<file path="config.mk">
export PLATFORM = sky130hd
export DESIGN_NAME = core_pipe_hazard_ctrl
export DESIGN_NICKNAME = d
export VERILOG_FILES = /design/src/rtl/core_pipe_hazard_ctrl.sv
export SDC_FILE = /design/constraint.sdc
export NUM_CORES = 1
export LEC_CHECK = 0
export BUFFER_PORTS_ARGS = -buffer_cell sky130_fd_sc_hd__buf_4
export CAP_MARGIN = 5
export CORE_AREA = 2 2 115 117
export DETAILED_ROUTE_END_ITERATION = 16
export DIE_AREA = 0 0 117 119
export GPL_ROUTABILITY_DRIVEN = 0
export PLACE_DENSITY = 0.81
export SYNTH_ARGS = -nofsm -noshare
export SYNTH_HDL_FRONTEND = slang
export SYNTH_SLANG_ARGS = --single-unit
</file>
<file path="constraint.sdc">
create_clock -name g_clk -period 7.2 [get_ports g_clk]
set_clock_uncertainty 0.2 [all_clocks]
set_input_delay 0.72 -clock g_clk [delete_from_list [all_inputs] [get_ports g_clk]]
set_output_delay 0.72 -clock g_clk [all_outputs]
set_load 0.01 [all_outputs]
</file>
<file path="src/rtl/core_pipe_hazard_ctrl.sv">
// Decode-side issue interlock: per-register writer scoreboard, forwarding select, drain sequencing.
// Optional perf counters are compiled in when CORE_HAZARD_PERF_EN is defined.
module core_pipe_hazard_ctrl #(
  parameter int CNT_W  = 2,
  parameter int INFL_W = 3
) (
  input  logic              g_clk,
  input  logic              g_reset,
  input  logic              s1_valid,
  input  logic [4:0]        s1_rs1_addr,
  input  logic              s1_rs1_ren,
  input  logic [4:0]        s1_rs2_addr,
  input  logic              s1_rs2_ren,
  input  logic [4:0]        s1_rd,
  input  logic              s1_rd_wen,
  input  logic              s1_long,
  input  logic              s1_serial,
  input  logic              s3_ready,
  input  logic              wb_valid,
  input  logic              wb_wen,
  input  logic [4:0]        wb_rd,
  output logic              s2_issue,
  output logic              s2_stall,
  output logic              s2_rs1_fwd,
  output logic              s2_rs2_fwd,
  output logic              s2_draining,
  output logic [INFL_W-1:0] s2_inflight
`ifdef CORE_HAZARD_PERF_EN
  ,
  output logic [31:0]       perf_stall_cycles,
  output logic [31:0]       perf_issue_count
`endif
);

  typedef enum logic [0:0] {ST_IDLE = 1'b0, ST_DRAIN = 1'b1} state_t;

  localparam logic [CNT_W-1:0]  CNT_ZERO  = {CNT_W{1'b0}};
  localparam logic [CNT_W-1:0]  CNT_ONE   = CNT_W'(1);
  localparam logic [INFL_W-1:0] INFL_ZERO = {INFL_W{1'b0}};
  localparam logic [INFL_W-1:0] INFL_ONE  = INFL_W'(1);

  state_t            r_state;
  state_t            w_state_nxt;
  logic [CNT_W-1:0]  r_cnt [32];
  logic [CNT_W-1:0]  w_cnt_nxt [32];
  logic [31:0]       r_lng;
  logic [31:0]       w_lng_nxt;
  logic [INFL_W-1:0] r_infl;
  logic [INFL_W-1:0] w_infl_nxt;

  logic w_rs1_busy;
  logic w_rs2_busy;
  logic w_rs1_haz;
  logic w_rs2_haz;
  logic w_sat;
  logic w_full;
  logic w_ser_block;
  logic w_issue;
  logic w_inc_en;
  logic w_dec_en;

  // Scoreboard lookups for the decoded instruction; x0 entries are never written, so stay zero
  always_comb begin
    w_rs1_busy  = s1_rs1_ren && (s1_rs1_addr != 5'd0) && (r_cnt[s1_rs1_addr] != CNT_ZERO);
    w_rs2_busy  = s1_rs2_ren && (s1_rs2_addr != 5'd0) && (r_cnt[s1_rs2_addr] != CNT_ZERO);
    w_rs1_haz   = w_rs1_busy && r_lng[s1_rs1_addr];
    w_rs2_haz   = w_rs2_busy && r_lng[s1_rs2_addr];
    w_sat       = s1_rd_wen && (s1_rd != 5'd0) && (&r_cnt[s1_rd]);
    w_full      = &r_infl;
    w_ser_block = s1_serial && (r_infl != INFL_ZERO);
    w_issue     = s1_valid && s3_ready && (r_state == ST_IDLE) && !w_rs1_haz && !w_rs2_haz
                  && !w_sat && !w_full && !w_ser_block;
  end

  // Scoreboard next state; an issue and retire to the same rd cancel out in the count
  always_comb begin
    for (int i = 0; i < 32; i++) begin
      w_cnt_nxt[i] = r_cnt[i];
      w_lng_nxt[i] = r_lng[i];
    end
    w_inc_en = w_issue && s1_rd_wen && (s1_rd != 5'd0);
    w_dec_en = wb_valid && wb_wen && (wb_rd != 5'd0) && (r_cnt[wb_rd] != CNT_ZERO);
    if (w_inc_en && w_dec_en && (s1_rd == wb_rd)) begin
      w_lng_nxt[s1_rd] = s1_long;
    end else begin
      if (w_inc_en) begin
        w_cnt_nxt[s1_rd] = r_cnt[s1_rd] + CNT_ONE;
        w_lng_nxt[s1_rd] = s1_long;
      end else begin
        w_lng_nxt[0] = 1'b0;
      end
      if (w_dec_en) begin
        w_cnt_nxt[wb_rd] = r_cnt[wb_rd] - CNT_ONE;
        if (r_cnt[wb_rd] == CNT_ONE) begin
          w_lng_nxt[wb_rd] = 1'b0;
        end else begin
          w_lng_nxt[0] = 1'b0;
        end
      end else begin
        w_lng_nxt[0] = 1'b0;
      end
    end
  end

  // In-flight count next state; a stray retire at zero holds the count
  always_comb begin
    w_infl_nxt = r_infl;
    case ({w_issue, wb_valid})
      2'b10:   w_infl_nxt = r_infl + INFL_ONE;
      2'b01: begin
        if (r_infl != INFL_ZERO) begin
          w_infl_nxt = r_infl - INFL_ONE;
        end else begin
          w_infl_nxt = r_infl;
        end
      end
      default: w_infl_nxt = r_infl;
    endcase
  end

  // Scoreboard and in-flight registers
  always_ff @(posedge g_clk) begin
    if (g_reset) begin
      for (int i = 0; i < 32; i++) begin
        r_cnt[i] <= CNT_ZERO;
      end
      r_lng  <= 32'd0;
      r_infl <= INFL_ZERO;
    end else begin
      for (int i = 0; i < 32; i++) begin
        r_cnt[i] <= w_cnt_nxt[i];
      end
      r_lng  <= w_lng_nxt;
      r_infl <= w_infl_nxt;
    end
  end

  // FSM state register
  always_ff @(posedge g_clk) begin
    if (g_reset) begin
      r_state <= ST_IDLE;
    end else begin
      r_state <= w_state_nxt;
    end
  end

  // FSM next state: drain until empty, abandon the drain if decode is flushed
  always_comb begin
    w_state_nxt = r_state;
    case (r_state)
      ST_IDLE: begin
        if (s1_valid && s1_serial && (r_infl != INFL_ZERO)) begin
          w_state_nxt = ST_DRAIN;
        end else begin
          w_state_nxt = ST_IDLE;
        end
      end
      ST_DRAIN: begin
        if ((r_infl == INFL_ZERO) || !s1_valid) begin
          w_state_nxt = ST_IDLE;
        end else begin
          w_state_nxt = ST_DRAIN;
        end
      end
      default: w_state_nxt = ST_IDLE;
    endcase
  end

  // FSM and issue outputs
  always_comb begin
    s2_issue    = w_issue;
    s2_stall    = s1_valid && !w_issue;
    s2_rs1_fwd  = w_rs1_busy && !r_lng[s1_rs1_addr];
    s2_rs2_fwd  = w_rs2_busy && !r_lng[s1_rs2_addr];
    s2_draining = (r_state == ST_DRAIN);
    s2_inflight = r_infl;
  end

`ifdef CORE_HAZARD_PERF_EN
  logic [31:0] r_perf_stall;
  logic [31:0] r_perf_issue;

  // Free-running wrap-around event counters
  always_ff @(posedge g_clk) begin
    if (g_reset) begin
      r_perf_stall <= 32'd0;
      r_perf_issue <= 32'd0;
    end else begin
      if (s1_valid && !w_issue) begin
        r_perf_stall <= r_perf_stall + 32'd1;
      end else begin
        r_perf_stall <= r_perf_stall;
      end
      if (w_issue) begin
        r_perf_issue <= r_perf_issue + 32'd1;
      end else begin
        r_perf_issue <= r_perf_issue;
      end
    end
  end

  assign perf_stall_cycles = r_perf_stall;
  assign perf_issue_count  = r_perf_issue;
`endif

endmodule

</file>
==> results.json <==
{
  "syn-instance-count": 915,
  "critPathCaptureType": "flip-flop",
  "r2r_end": "r_lng[21]$_SDFF_PP0_",
  "yosysWarnings": 0,
  "switching_share_pct": 29.2,
  "synth_top_family_by_area": "multiplexers",
  "period_minus_slack_ps": 4450,
  "p_leak_uw": 0.00296,
  "io_pins": 39,
  "postCtsSetupBuffers": 0,
  "fin_util_pct": 65.4,
  "yosys.area_share.simple_pct": 22.5,
  "setup_tns_ps": 0,
  "globalRouteOverflowTotal": 0,
  "n_fill_cell": 1093,
  "drtPass1Iterations": 7,
  "die_x_um": 117,
  "layout_common_cells": "nor2_1, mux2i_1, dfxtp_1",
  "status": "completed",
  "slew_viol_final": 0,
  "power_frac_clock_pct": 38.4,
  "multi_input_area_mm2": 0.00550,
  "p_seq_share_pct": 44.3,
  "synth_compound_area_share_pct": 14.6,
  "area_delta_synth_final_pct": 6.62,
  "path_class": "primary input to flip-flop",
  "drive_gt1_share_pct": 15.0,
  "cts_buffers": 9,
  "syn_nets": 950,
  "final_common_cell": "nor2_1",
  "antenna_found_initial": 0,
  "reg2reg_depth": 8,
  "required_ps": 7190,
  "grt_pass1_vias": 7189,
  "critPathMaxFanout": 34,
  "power_frac_comb_pct": 17.3,
  "p_int_uw": 913,
  "drt-initial-drc-count": 1028,
  "grt_max_degree": 104,
  "fmax_mhz": 225,
  "synth_area_mm2": 0.00790,
  "max-cap-violations": 0,
  "post-place-ws_ps": 2480,
  "regArea_mm2": 0.00200,
  "synthTopCellsByArea": "dfxtp_1, mux2i_1, mux4_2, nor2_1, a211oi_1",
  "cts-root-buf": "clkbuf_16",
  "worst_slew_pin_slew_ps": 1290,
  "postRouteAntennaNets": 0,
  "synthAdderAreaFrac_pct": 0.728,
  "cts_tree": "done",
  "cts_buffer_depth": 2,
  "fp.coreArea_mm2": 0.0129,
  "synth_top_area_share_pct": 25.3,
  "rows": 42,
  "initial_utilization_pct": 61.4,
  "dpl.hpwl_um": 17800,
  "powerDensity_mw_per_mm2": 153,
  "setup_violations": 0,
  "endpoint": "r_lng[21]$_SDFF_PP0_",
  "cts.sink_count": 100,
  "synth_top_flop_cell": "dfxtp_1",
  "ys_types": 59,
  "clk_pin_slew_ps": 70,
  "num_antenna_cells": 0,
  "vias_per_cell": 7.23,
  "cp-startpoint": "s1_rs2_addr[2]",
  "port_buffers": 38,
  "rsz0062_at_grt": "no",
  "clk_latency_ps": 370,
  "worst_setup_path_start_kind": "primary input",
  "crit_arrival_ps": 4440,
  "grt_pass1_wl_um": 39900,
  "timing.rr.start": "r_cnt[7][1]$_SDFFE_PP0N_",
  "seq_area_frac_synth_pct": 25.3,
  "nNetsFinal": 928,
  "htreeDepth": 3,
  "fp.dieArea_mm2": 0.0139,
  "synth_xor_area_share_pct": 0.776,
  "relSlewSlack_pct": 14.0,
  "peakVddDrop_mv": 0.121,
  "synth-async-reset-ratio_pct": 0,
  "wl_per_cell_um": 24.1,
  "hold_violations": 0,
  "synth-edff-count": 0,
  "wl_um": 25900,
  "final.period_utilization_pct": 61.8,
  "switchingPower_uw": 376,
  "yosys_register_bits": 100,
  "gr-usage-all-layers_pct": 38.1,
  "vias": 7762,
  "hold_path.class": "flip-flop to flip-flop",
  "yosysTopAreaCell": "dfxtp_1",
  "remaining_drc_errors": 0,
  "rrSetupSlack_ps": 2980,
  "setup_slack_ps": 2750,
  "die_y_um": 119,
  "ctsResizeCount": 0,
  "synth.avg_cell_area_um2": 8.64,
  "synthMuxAreaShare_pct": 31.0,
  "total_power_uw": 1290,
  "hold_buffers": 0
}
## layout make-up
class                      count  share of cell area (%)
timing repair buffer          46                    4.10
tap                          176                    2.61
clock buffer                   9                    2.67
sequential                   100                    23.8
multi-input combinational    719                    65.3
inverter                      17                   0.757
clock inverter                 7                   0.802
## routing by layer
metal	GRT usage (%)	part of all wire (%)	routed length, µm	vias up
li1	-	-	-	3395
met1	51.2	37	9620	3556
met2	53.6	42	10900	662
met5	0	0	0	-
met3	11.9	14	3720	149
met4	22.0	6.4	1670	0
## power groups by stage
stage                     sequential (µW)  combinational, µW  clock (µW)
after floorplan                       585                147           0
after global placement                583                214           0
final                                 571                223         495
after detailed placement              584                216           0
after global routing                  573                237         521
after CTS                             571                216         496
## stage by stage
stage	instances	instance area, µm²	hold WS [ps]
after CTS	1074	8420	283
after detailed placement	1058	8130	275
after global routing	1074	8420	298
after global placement	1058	8130	265
final	1074	8420	280
after floorplan	915	7900	246
## cells in the mapped netlist (17+ instances only)
master and n:
nor3_1 17, nand3_1 27, mux4_2 47, dfxtp_1 100
a211oi_1 38, clkbuf_1 56, nor2_1 159, a21oi_1 39
nor4_1 29, mux2i_1 137, nand2_1 39, a22oi_1 17
inv_1 17, o21ai_0 30
## worst min-delay path by stage
stage                               startpoint                   end  cells past startpoint
after floorplan            r_lng[4]$_SDFF_PP0_   r_lng[4]$_SDFF_PP0_                      2
after global placement    r_lng[28]$_SDFF_PP0_  r_lng[28]$_SDFF_PP0_                      2
after detailed placement  r_lng[28]$_SDFF_PP0_  r_lng[28]$_SDFF_PP0_                      2
after CTS                 r_lng[28]$_SDFF_PP0_  r_lng[28]$_SDFF_PP0_                      2
after global routing       r_lng[4]$_SDFF_PP0_   r_lng[4]$_SDFF_PP0_                      2
final                     r_lng[28]$_SDFF_PP0_  r_lng[28]$_SDFF_PP0_                      2
## worst max-delay path, cell delays in order
cell,delay [ps]
buf_4,410
mux4_2,560
a2111oi_0,980
o311ai_0,350
nand4_1,190
and2_1,990
a211oi_1,210
## flip-flops by register name, summed over array words and instances, names as in the netlist
signal       count
r_cnt           64
r_lng           32
s2_draining      1
s2_inflight      3
## logic make-up (layout without fill, tap and decap cells)
logic type	Yosys count	in the layout
AO/OA/AOI/OAI	167	167
XOR/XNOR	7	7
adder cells (fa/ha/maj)	4	4
buffers and inverters	96	79
flip-flops	100	100
multiplexers	186	186
AND/OR/NAND/NOR	355	355
No activity file was read; power rests on OpenSTA's default activity.
